--- src/rtl/eth_mdio_pkg.sv ---
`default_nettype none
// ============================================================================
//  Module   : eth_mdio_pkg
//  Purpose  : Shared constants and state type for the clause-22 MDIO master.
//             Holds the frame field codes, the preamble and frame lengths,
//             and the controller state encoding.
//  Revision : 1.0  initial release
// ============================================================================
package eth_mdio_pkg;

   // Clause-22 frame field codes
   localparam logic [1:0] MDIO_ST         = 2'b01;
   localparam logic [1:0] MDIO_OP_WR      = 2'b01;
   localparam logic [1:0] MDIO_OP_RD      = 2'b10;
   localparam logic [1:0] MDIO_TA_WR      = 2'b10;

   // Frame geometry in MDC bit periods
   localparam int         MDIO_PRE_BITS   = 32;
   localparam int         MDIO_FRAME_BITS = 32;

   typedef enum logic [1:0] {
      IDLE  = 2'd0,
      SHIFT = 2'd1,
      DONE  = 2'd2
   } mdio_state_e;

endpackage
`default_nettype wire

--- src/rtl/eth_mdio_clkgen.sv ---
`default_nettype none
// ============================================================================
//  Module   : eth_mdio_clkgen
//  Purpose  : MDC generator. Divides clk_i by 2*CLK_DIV while run_i is high,
//             producing the registered MDC level plus single-cycle strobes
//             that mark the cycle in which MDC is about to rise or fall.
//             Cleared (counter 0, MDC low) whenever run_i is low.
//  Ports    : clk_i, rst_i   clock, asynchronous active-high reset
//             run_i          1 = frame in progress, 0 = hold cleared
//             mdc_o          management clock (registered)
//             fall_stb       MDC goes 1->0 at the next clk_i edge
//             rise_stb       MDC goes 0->1 at the next clk_i edge
//  Revision : 1.0  initial release
// ============================================================================
module eth_mdio_clkgen #(
   parameter int CLK_DIV = 50
) (
   input  logic clk_i,
   input  logic rst_i,
   input  logic run_i,
   output logic mdc_o,
   output logic fall_stb,
   output logic rise_stb
);

   localparam int                 c_cnt_w   = (CLK_DIV > 1) ? $clog2(CLK_DIV) : 1;
   localparam logic [c_cnt_w-1:0] c_cnt_max = c_cnt_w'(CLK_DIV - 1);

   logic [c_cnt_w-1:0] r_cnt;
   logic               w_wrap;

   // End of a half-period: MDC toggles at the coming edge
   assign w_wrap   = run_i && (r_cnt == c_cnt_max);
   assign rise_stb = w_wrap && !mdc_o;
   assign fall_stb = w_wrap &&  mdc_o;

   always_ff @(posedge clk_i or posedge rst_i) begin
      if (rst_i) begin
         r_cnt <= '0;
         mdc_o <= 1'b0;
      end else if (!run_i) begin
         r_cnt <= '0;
         mdc_o <= 1'b0;
      end else if (w_wrap) begin
         r_cnt <= '0;
         mdc_o <= ~mdc_o;
      end else begin
         r_cnt <= r_cnt + 1'b1;
      end
   end

endmodule
`default_nettype wire

--- src/rtl/eth_mdio_ctrl.sv ---
`default_nettype none
// ============================================================================
//  Module   : eth_mdio_ctrl
//  Purpose  : IEEE 802.3 clause-22 MDIO master. Accepts one PHY register
//             read or write per valid/ready handshake, serialises the frame
//             MSB first on MDC/MDIO and returns a one-cycle response strobe
//             with the read data.
//  Ports    : clk_i, rst_i          clock, asynchronous active-high reset
//             req_valid_i/ready_o   request handshake
//             req_write_i           1 = write, 0 = read
//             req_phy_i, req_reg_i  PHY and register address
//             req_wdata_i           write data
//             rsp_valid_o           one-cycle completion strobe
//             rsp_rdata_o           data of the last completed read
//             busy_o                frame in progress
//             mdc_o                 management clock
//             mdio_i                MDIO pad input (asynchronous)
//             mdio_o, mdio_oe_o     MDIO output value and output enable
//  Revision : 1.0  initial release
// ============================================================================
module eth_mdio_ctrl
   import eth_mdio_pkg::*;
#(
   parameter int CLK_DIV     = 50,
   parameter bit PREAMBLE_EN = 1'b1
) (
   input  logic        clk_i,
   input  logic        rst_i,
   input  logic        req_valid_i,
   output logic        req_ready_o,
   input  logic        req_write_i,
   input  logic [4:0]  req_phy_i,
   input  logic [4:0]  req_reg_i,
   input  logic [15:0] req_wdata_i,
   output logic        rsp_valid_o,
   output logic [15:0] rsp_rdata_o,
   output logic        busy_o,
   output logic        mdc_o,
   input  logic        mdio_i,
   output logic        mdio_o,
   output logic        mdio_oe_o
);

   localparam int         c_pre      = PREAMBLE_EN ? MDIO_PRE_BITS : 0;
   localparam int         c_nbits    = c_pre + MDIO_FRAME_BITS;
   // Bit indices within the frame (0 = first bit on the wire)
   localparam logic [5:0] c_last_bit = 6'(c_nbits - 1);
   localparam logic [5:0] c_ta_bit   = 6'(c_pre + 14);
   localparam logic [5:0] c_data_bit = 6'(c_pre + 16);

   mdio_state_e r_state;
   logic [63:0] r_shift;
   logic        r_read;
   logic [5:0]  r_bit;
   logic [15:0] r_rd;
   logic [1:0]  r_sync;

   logic        w_run;
   logic        w_fall;
   logic        w_rise;
   logic [31:0] w_frame;
   logic [63:0] w_load;

   // Frame body; for reads the TA/DATA slots are never driven (oe low)
   assign w_frame = {MDIO_ST,
                     req_write_i ? MDIO_OP_WR : MDIO_OP_RD,
                     req_phy_i,
                     req_reg_i,
                     req_write_i ? MDIO_TA_WR  : 2'b11,
                     req_write_i ? req_wdata_i : 16'hFFFF};

   // Frame is left-aligned so the first bit is always r_shift[63]
   if (PREAMBLE_EN) begin : g_pre
      assign w_load = {32'hFFFF_FFFF, w_frame};
   end else begin : g_nopre
      assign w_load = {w_frame, 32'h0000_0000};
   end

   assign w_run = (r_state == SHIFT);

   eth_mdio_clkgen #(
      .CLK_DIV (CLK_DIV)
   ) u_clkgen (
      .clk_i    (clk_i),
      .rst_i    (rst_i),
      .run_i    (w_run),
      .mdc_o    (mdc_o),
      .fall_stb (w_fall),
      .rise_stb (w_rise)
   );

   // Two-flop synchroniser; idles high like the pulled-up pad
   always_ff @(posedge clk_i or posedge rst_i) begin
      if (rst_i) begin
         r_sync <= 2'b11;
      end else begin
         r_sync <= {r_sync[0], mdio_i};
      end
   end

   always_ff @(posedge clk_i or posedge rst_i) begin
      if (rst_i) begin
         r_state     <= IDLE;
         req_ready_o <= 1'b1;
         busy_o      <= 1'b0;
         rsp_valid_o <= 1'b0;
         rsp_rdata_o <= 16'h0000;
         mdio_o      <= 1'b1;
         mdio_oe_o   <= 1'b0;
         r_shift     <= 64'h0;
         r_read      <= 1'b0;
         r_bit       <= 6'd0;
         r_rd        <= 16'h0000;
      end else begin
         rsp_valid_o <= 1'b0;
         case (r_state)
            IDLE: begin
               if (req_valid_i) begin
                  r_state     <= SHIFT;
                  req_ready_o <= 1'b0;
                  busy_o      <= 1'b1;
                  // First bit goes straight to the pin; the rest wait in r_shift
                  mdio_o      <= w_load[63];
                  mdio_oe_o   <= 1'b1;
                  r_shift     <= {w_load[62:0], 1'b0};
                  r_read      <= !req_write_i;
                  r_bit       <= 6'd0;
               end
            end
            SHIFT: begin
               if (w_rise && r_read && (r_bit >= c_data_bit)) begin
                  r_rd <= {r_rd[14:0], r_sync[1]};
               end
               if (w_fall) begin
                  if (r_bit == c_last_bit) begin
                     r_state     <= DONE;
                     rsp_valid_o <= 1'b1;
                     mdio_o      <= 1'b1;
                     mdio_oe_o   <= 1'b0;
                     if (r_read) begin
                        rsp_rdata_o <= r_rd;
                     end
                  end else begin
                     r_bit   <= r_bit + 6'd1;
                     mdio_o  <= r_shift[63];
                     r_shift <= {r_shift[62:0], 1'b0};
                     // Release the line to the PHY from the first TA bit on
                     if (r_read && ((r_bit + 6'd1) == c_ta_bit)) begin
                        mdio_oe_o <= 1'b0;
                     end
                  end
               end
            end
            DONE: begin
               r_state     <= IDLE;
               req_ready_o <= 1'b1;
               busy_o      <= 1'b0;
            end
            default: begin
               r_state <= IDLE;
            end
         endcase
      end
   end

endmodule
`default_nettype wire

--- config.mk ---
export PLATFORM = sky130hd
export DESIGN_NAME = eth_mdio_ctrl
export DESIGN_NICKNAME = d
export VERILOG_FILES = /design/src/rtl/eth_mdio_pkg.sv /design/src/rtl/eth_mdio_clkgen.sv /design/src/rtl/eth_mdio_ctrl.sv
export SDC_FILE = /design/constraint.sdc
export NUM_CORES = 1
export LEC_CHECK = 0
export CAP_MARGIN = 20
export CORE_AREA = 5 5 112 114
export CTS_CLUSTER_SIZE = 24
export DETAILED_ROUTE_END_ITERATION = 16
export DIE_AREA = 0 0 117 119
export GPL_ROUTABILITY_DRIVEN = 0
export PLACE_DENSITY = 0.72
export SKIP_LAST_GASP = 1
export SLEW_MARGIN = 20
export SYNTH_ARGS = -nofsm -noshare
export SYNTH_HDL_FRONTEND = slang
export SYNTH_SLANG_ARGS = --single-unit
--- constraint.sdc ---
create_clock -name clk_i -period 6.8 [get_ports clk_i]
set_input_delay 1.7 -clock clk_i [delete_from_list [all_inputs] [get_ports clk_i]]
set_output_delay 1.7 -clock clk_i [all_outputs]
set_load 0.05 [all_outputs]
* Yosys cells after proc, flatten, opt, wreduce, memory -nomap -nowiden
Index checks and enable logic that the tools add are counted.
** Cells by class
- Equal/unequal tests :: 11
- Reductions and logical operators :: 19
- Add/sub/neg operators :: 2
- Order comparisons :: 1
- Bitwise operators :: 1
- Muxes and demuxes :: 33
** Operators by type and width (number)
- two-way mux 64 bit :: 3
- case mux 64 bit (2 select lines) :: 1
- two-way mux 6 bit :: 5
- equality test 6 bit (second input constant) :: 3
- two-way mux 16 bit :: 1
- two-way mux 1 bit :: 13
- adder 6 x 1 -> 6 bit (second input constant) :: 2
- case mux 6 bit (2 select lines) :: 1
- AND reduction 4 bit :: 3
- != test 2 bit (second input constant) :: 5
- two-way mux 2 bit :: 4
- case mux 1 bit (2 select lines) :: 4
- >= comparator 6 bit (second input constant) :: 1
- logical AND 1 bit :: 6
- AND reduction 2 bit :: 3
- AND reduction 3 bit :: 2
- case mux 2 bit (2 select lines) :: 1
- nonzero test 2 bit :: 2
- != test 3 bit (second input constant) :: 1
- equality test 2 x 1 -> 1 bit (second input constant) :: 1
- equality test 2 bit (second input constant) :: 1
- zero test 1 bit :: 2
- zero test 2 bit :: 1
- NOT 1 bit :: 1
** Word-level totals
- Flip-flop bits (word level) :: 119
- Logic and storage cells :: 81

* Logic depth before layout (Yosys ltp)
- Depth after elaboration :: 7
- Gate-level depth with buffers :: 9
- Mapped depth without buffers :: 6

* Modules after synthesis
Synthesis repeated with hierarchy kept, for this count alone.
** Unflattened totals
- Cells, all modules :: 360
- Area total of the unflattened synthesis :: 4869.7 sq um
** Modules (own cells, without submodules)
- eth_mdio_ctrl :: seq. area each 2782.7 sq um, times used 1, cells an instance 326, area each 4504.3 sq um
- eth_mdio_clkgen :: seq. area each 175.2 sq um, times used 1, cells an instance 34, area each 365.4 sq um

* Least setup slack after synthesis
No wires, ideal clock.
- Path type :: input to register
- From :: in req_valid_i
- To :: reg r_shift[10]
- Arrival time :: 2789 ps
- Data required time :: 6675 ps
- Setup time :: 125 ps
- Setup slack :: 3886 ps
- Stages on the path :: 5
- Cell sequence :: o21bai_1 a41o_1 nor2_4 buf_4 mux2_2
** On the way
- Word-level cells in the longest chain between the ends :: 2
** RTL lines
- from (decl) :: line eth_mdio_ctrl.sv:29 : input logic req_valid_i,
- != test 2 bit (no line)
- AND reduction 4 bit (no line)
- to (signal assigned) :: line eth_mdio_ctrl.sv:125 : r_shift <= {w_load[62:0], 1'b0};
- to (signal assigned) :: line eth_mdio_ctrl.sv:146 : r_shift <= {r_shift[62:0], 1'b0};
- to (decl) :: line eth_mdio_ctrl.sv:52 : logic [63:0] r_shift;
No other way between the ends.
A chain may end at the register's enable or synchronous reset.

* Final worst setup path
- From :: in req_valid_i
- To :: reg r_shift[17]
Same word-level chain as after synthesis.

==> impl_results.html <==
<table>
<tr><th>Metric</th><th>Value</th></tr>
<tr><th colspan="2">Run status</th></tr>
<tr><td>Result of the run</td><td>complete, no violations</td></tr>
<tr><th colspan="2">Yosys</th></tr>
<tr><td>Number of enable-type register cells in the synthesized netlist</td><td>0</td></tr>
<tr><td>Number of warnings issued by yosys</td><td>0</td></tr>
<tr><td>Unique masters post-synth</td><td>46</td></tr>
<tr><td>Synth Cell Area</td><td>4980 µm²</td></tr>
<tr><td>Avg Synthesized Cell Area</td><td>12.3 µm²</td></tr>
<tr><td>Post-synthesis sequential area ratio</td><td>59.4%</td></tr>
<tr><td>FFs w/ async S/R, synth</td><td>100%</td></tr>
<tr><td>Number of instances in the synthesized netlist</td><td>404</td></tr>
<tr><td>Post-synthesis register bit count</td><td>118</td></tr>
<tr><td>Syn nets</td><td>439</td></tr>
<tr><td>Commonest register cell after synthesis</td><td>dfrtp_1</td></tr>
<tr><th colspan="2">STA</th></tr>
<tr><td>Number of failing setup endpoints in the final timing report</td><td>0</td></tr>
<tr><td>Sum of negative setup slack</td><td>0 ns</td></tr>
<tr><td>Final worst clock skew</td><td>0.00954 ns</td></tr>
<tr><td>Fmax</td><td>0.267 GHz</td></tr>
<tr><td>Final hold violation count</td><td>0</td></tr>
<tr><td>Remaining max-slew budget at the tightest pin</td><td>31.2%</td></tr>
<tr><td>RSZ-0062 raised after global routing</td><td>false</td></tr>
<tr><td>Max Slew Vio Count</td><td>0</td></tr>
<tr><td>Period Utilization, post-route</td><td>55.1%</td></tr>
<tr><td>Shortest period the worst path allows</td><td>3.75 ns</td></tr>
<tr><td>Actual transition at the worst max-transition pin</td><td>1.02 ns</td></tr>
<tr><th colspan="2">Routing</th></tr>
<tr><td>Total length of routed met2 wires</td><td>4110 µm</td></tr>
<tr><td>DRT iter0 DRCs</td><td>184</td></tr>
<tr><td>Iteration count of the initial detailed-routing pass</td><td>4</td></tr>
<tr><td>Final Routed Wirelength</td><td>8520 µm</td></tr>
<tr><td>DR WL met3</td><td>401 µm</td></tr>
<tr><td>Top Layer Used</td><td>met4</td></tr>
<tr><td>Detailed-route DRC error count</td><td>0</td></tr>
<tr><td>Met1 Wirelength</td><td>3880 µm</td></tr>
<tr><td>Avg Vias per Cell</td><td>5.15</td></tr>
<tr><td>Vias post-DR</td><td>3,165</td></tr>
<tr><td>Avg WL per Cell</td><td>13.9 µm</td></tr>
<tr><td>Antenna-violating nets left</td><td>0</td></tr>
<tr><th colspan="2">Power</th></tr>
<tr><td>Part of the power in combinational logic</td><td>14.5%</td></tr>
<tr><td>Cell Pwr Density</td><td>333 nW/µm²</td></tr>
<tr><td>Net Sw Power</td><td>552 µW</td></tr>
<tr><td>Fraction of power consumed by the clock network</td><td>39.7%</td></tr>
<tr><td>Total power draw</td><td>2.06 mW</td></tr>
<tr><td>Proportion of total power due to net switching</td><td>26.8%</td></tr>
<tr><td>Portion of total power attributed to sequential cells</td><td>45.8%</td></tr>
<tr><td>Power Internal</td><td>1.51 mW</td></tr>
<tr><td>P_leak</td><td>2.81 nW</td></tr>
<tr><td>Worst IR Drop VDD</td><td>0.172 mV</td></tr>
<tr><th colspan="2">Global route</th></tr>
<tr><td>Global route total overflow</td><td>0</td></tr>
<tr><td>Overall fraction of global-route tracks in use</td><td>13.5%</td></tr>
<tr><td>Largest net degree at the start of global routing</td><td>81</td></tr>
<tr><td>First-pass GRT wire length</td><td>15,200 µm</td></tr>
<tr><td>Number of antenna violations at the first check in global routing</td><td>0</td></tr>
<tr><td>Vias in the first global route</td><td>3,290</td></tr>
<tr><th colspan="2">Place</th></tr>
<tr><td>Port Buf Inserts</td><td>52</td></tr>
<tr><td>Area of placed instances</td><td>5590 µm²</td></tr>
<tr><td>Final HPWL DP</td><td>5570 µm</td></tr>
<tr><td>Total placed cells including tap cells</td><td>581</td></tr>
<tr><th colspan="2">Finish</th></tr>
<tr><td>Most common cell after layout, fill and taps aside</td><td>dfrtp_1</td></tr>
<tr><td>Fraction of layout cells with a size suffix above 1</td><td>18.3%</td></tr>
<tr><td>Final instance area</td><td>6180 µm²</td></tr>
<tr><td>Layout Utilization</td><td>54.6%</td></tr>
<tr><td>Area growth syn-to-layout</td><td>24.1%</td></tr>
<tr><td>Highest-count cells in the layout ignoring fill and taps</td><td>dfrtp_1 (114), clkdlybuf4s50_1 (52), nand2_1 (38)</td></tr>
<tr><td>Fill cells</td><td>956</td></tr>
<tr><td>Number of antenna diodes</td><td>0</td></tr>
<tr><td>Total Nets Final</td><td>493</td></tr>
<tr><td>Final cell count without fillers</td><td>614</td></tr>
<tr><th colspan="2">Floorplanning</th></tr>
<tr><td>Die Footprint</td><td>13,900 µm²</td></tr>
<tr><td>Placeable core region</td><td>11,300 µm²</td></tr>
<tr><td>Num ports</td><td>53</td></tr>
<tr><td>Die Width</td><td>117 µm</td></tr>
<tr><td>Die height</td><td>119 µm</td></tr>
<tr><td>Initial Util</td><td>44.0%</td></tr>
<tr><td>Number of rows in the core area</td><td>39</td></tr>
<tr><th colspan="2">CTS</th></tr>
<tr><td>CTS Buf Count</td><td>17</td></tr>
<tr><td>Clock edge transition at the registers on the reported setup and hold paths</td><td>0.05 ns</td></tr>
<tr><td>Clk_lat worst skew</td><td>0.40 ns</td></tr>
<tr><td>Hold_buf cts</td><td>0</td></tr>
<tr><td>Count of clock tree sinks</td><td>118</td></tr>
<tr><td>Clock tree buffer depth</td><td>2</td></tr>
<tr><td>Resized cells post-CTS</td><td>0</td></tr>
<tr><td>Setup Buffers After CTS</td><td>0</td></tr>
<tr><td>Maximum level of the CTS H-tree</td><td>4</td></tr>
<tr><td>CTS tree</td><td>built</td></tr>
<tr><td>Cell at the root of the clock tree</td><td>clkbuf_16</td></tr>
<tr><th colspan="2">Setup path</th></tr>
<tr><td>Worst setup path category</td><td>in2reg</td></tr>
<tr><td>Arrival time of data at the critical path endpoint</td><td>4.03 ns</td></tr>
<tr><td>Kind of launch point of the worst setup path</td><td>input port</td></tr>
<tr><td>Maximum fanout encountered on the critical timing path</td><td>26</td></tr>
<tr><td>Worst EP required</td><td>7.09 ns</td></tr>
<tr><td>Critical path endpoint category</td><td>flop</td></tr>
<tr><th colspan="2">Hold path</th></tr>
<tr><td>Worst hold-check path type</td><td>reg2reg</td></tr>
<tr><th colspan="2">Job</th></tr>
<tr><td>Count of max-cap constraint violations</td><td>0</td></tr>
</table>
## per-stage QoR
step / setup WS, ns / hold slack [ns]
final: 3.05 / 0.358
after global routing: 2.93 / 0.366
after floorplan: 1.98 / 0.345
after global placement: 2.45 / 0.348
after detailed placement: 2.39 / 0.353
after CTS: 2.77 / 0.361
## worst paths after layout
check / startpoint / to / slack (ns) / cells after the start
max in group asynchronous: rst_i / r_sync[1] / 3.89 / 3
min in group asynchronous: rst_i / r_shift[54] / 1.86 / 2
max: req_valid_i / r_shift[17] / 3.05 / 7
min reg2reg: r_sync[0] / r_sync[1] / 0.36 / 0
max reg2reg: r_state[1] / r_shift[17] / 3.89 / 6
min: r_sync[0] / r_sync[1] / 0.36 / 0
## metal layers
layer,up-vias,track usage (%)
met5,-,0
met4,0,5.16
met3,9,4.26
met2,58,21.5
met1,1560,17.2
li1,1538,-
## kinds of logic after synthesis
logic type / Yosys count / synth area share, %
DFF: 118 / 59.4
and+or+nand+nor: 95 / 9.37
adders and majority gates: 4 / 1.00
AOI/OAI and AO/OA: 74 / 11.1
muxes: 60 / 13.6
xor gates and xnor gates: 7 / 1.23
buffers and inverters: 46 / 4.32
## registers in the layout, indices dropped and copies added (netlist names)
| signal | count |
|---|---|
| rsp_valid_o | 1 |
| u_clkgen.mdc_o | 1 |
| r_read | 1 |
| r_shift | 63 |
| mdio_o | 1 |
| req_ready_o | 1 |
| r_state | 2 |
| r_sync | 2 |
| u_clkgen.r_cnt | 6 |
| busy_o | 1 |
| r_bit | 6 |
| rsp_rdata_o | 16 |
| r_rd | 16 |
| mdio_oe_o | 1 |
## synthesized netlist by cell type, types with 2 or more instances
library cell | number | area [µm²]
or3_1 | 3 | 18.8
nor2b_1 | 3 | 18.8
ha_1 | 4 | 50.1
nand2b_1 | 3 | 18.8
o22ai_1 | 2 | 12.5
nor3_1 | 3 | 15.0
a31oi_1 | 15 | 93.8
dfrtp_1 | 114 | 2850
a21oi_1 | 3 | 15.0
o22a_1 | 33 | 289
xor2_1 | 3 | 26.3
clkbuf_1 | 7 | 26.3
dfstp_2 | 4 | 105
o21ai_0 | 8 | 40.0
o31ai_1 | 2 | 15.0
and3_1 | 3 | 18.8
buf_2 | 7 | 35.0
xnor2_1 | 4 | 35.0
inv_1 | 24 | 90.1
buf_4 | 5 | 37.5
buf_6 | 2 | 22.5
mux2_1 | 24 | 270
nand3_1 | 6 | 30.0
mux2_2 | 36 | 405
nor2_1 | 28 | 105
nand2_1 | 38 | 143
## critical path: stages
cell             delay (ns)
clkdlybuf4s50_1        0.50
o21bai_1               0.16
a41o_1                 0.33
nor2_4                 0.45
buf_16                 0.24
buf_4                  0.27
mux2_2                 0.37
## layout make-up
cell class	instances	area (µm²)	share of cell area [%]
clock inverters	15	133	2.15
multi-input cells	240	1810	29.4
inverters	24	92.6	1.50
clock buffers	17	425	6.88
repair buffers	57	578	9.35
well taps	143	179	2.90
flip-flops and latches	118	2960	47.9
## power by group through the flow
| stage | logic, mW | registers (mW) | clock network [mW] |
|---|---|---|---|
| 6_report | 0.300 | 0.943 | 0.818 |
| 5_1_grt | 0.343 | 0.963 | 0.868 |
| 3_3_place_gp | 0.289 | 0.948 | 0 |
| 2_1_floorplan | 0.224 | 0.941 | 0 |
| 3_5_place_dp | 0.303 | 0.953 | 0 |
| 4_1_cts | 0.306 | 0.943 | 0.835 |
(Power assumes the default switching activity.)
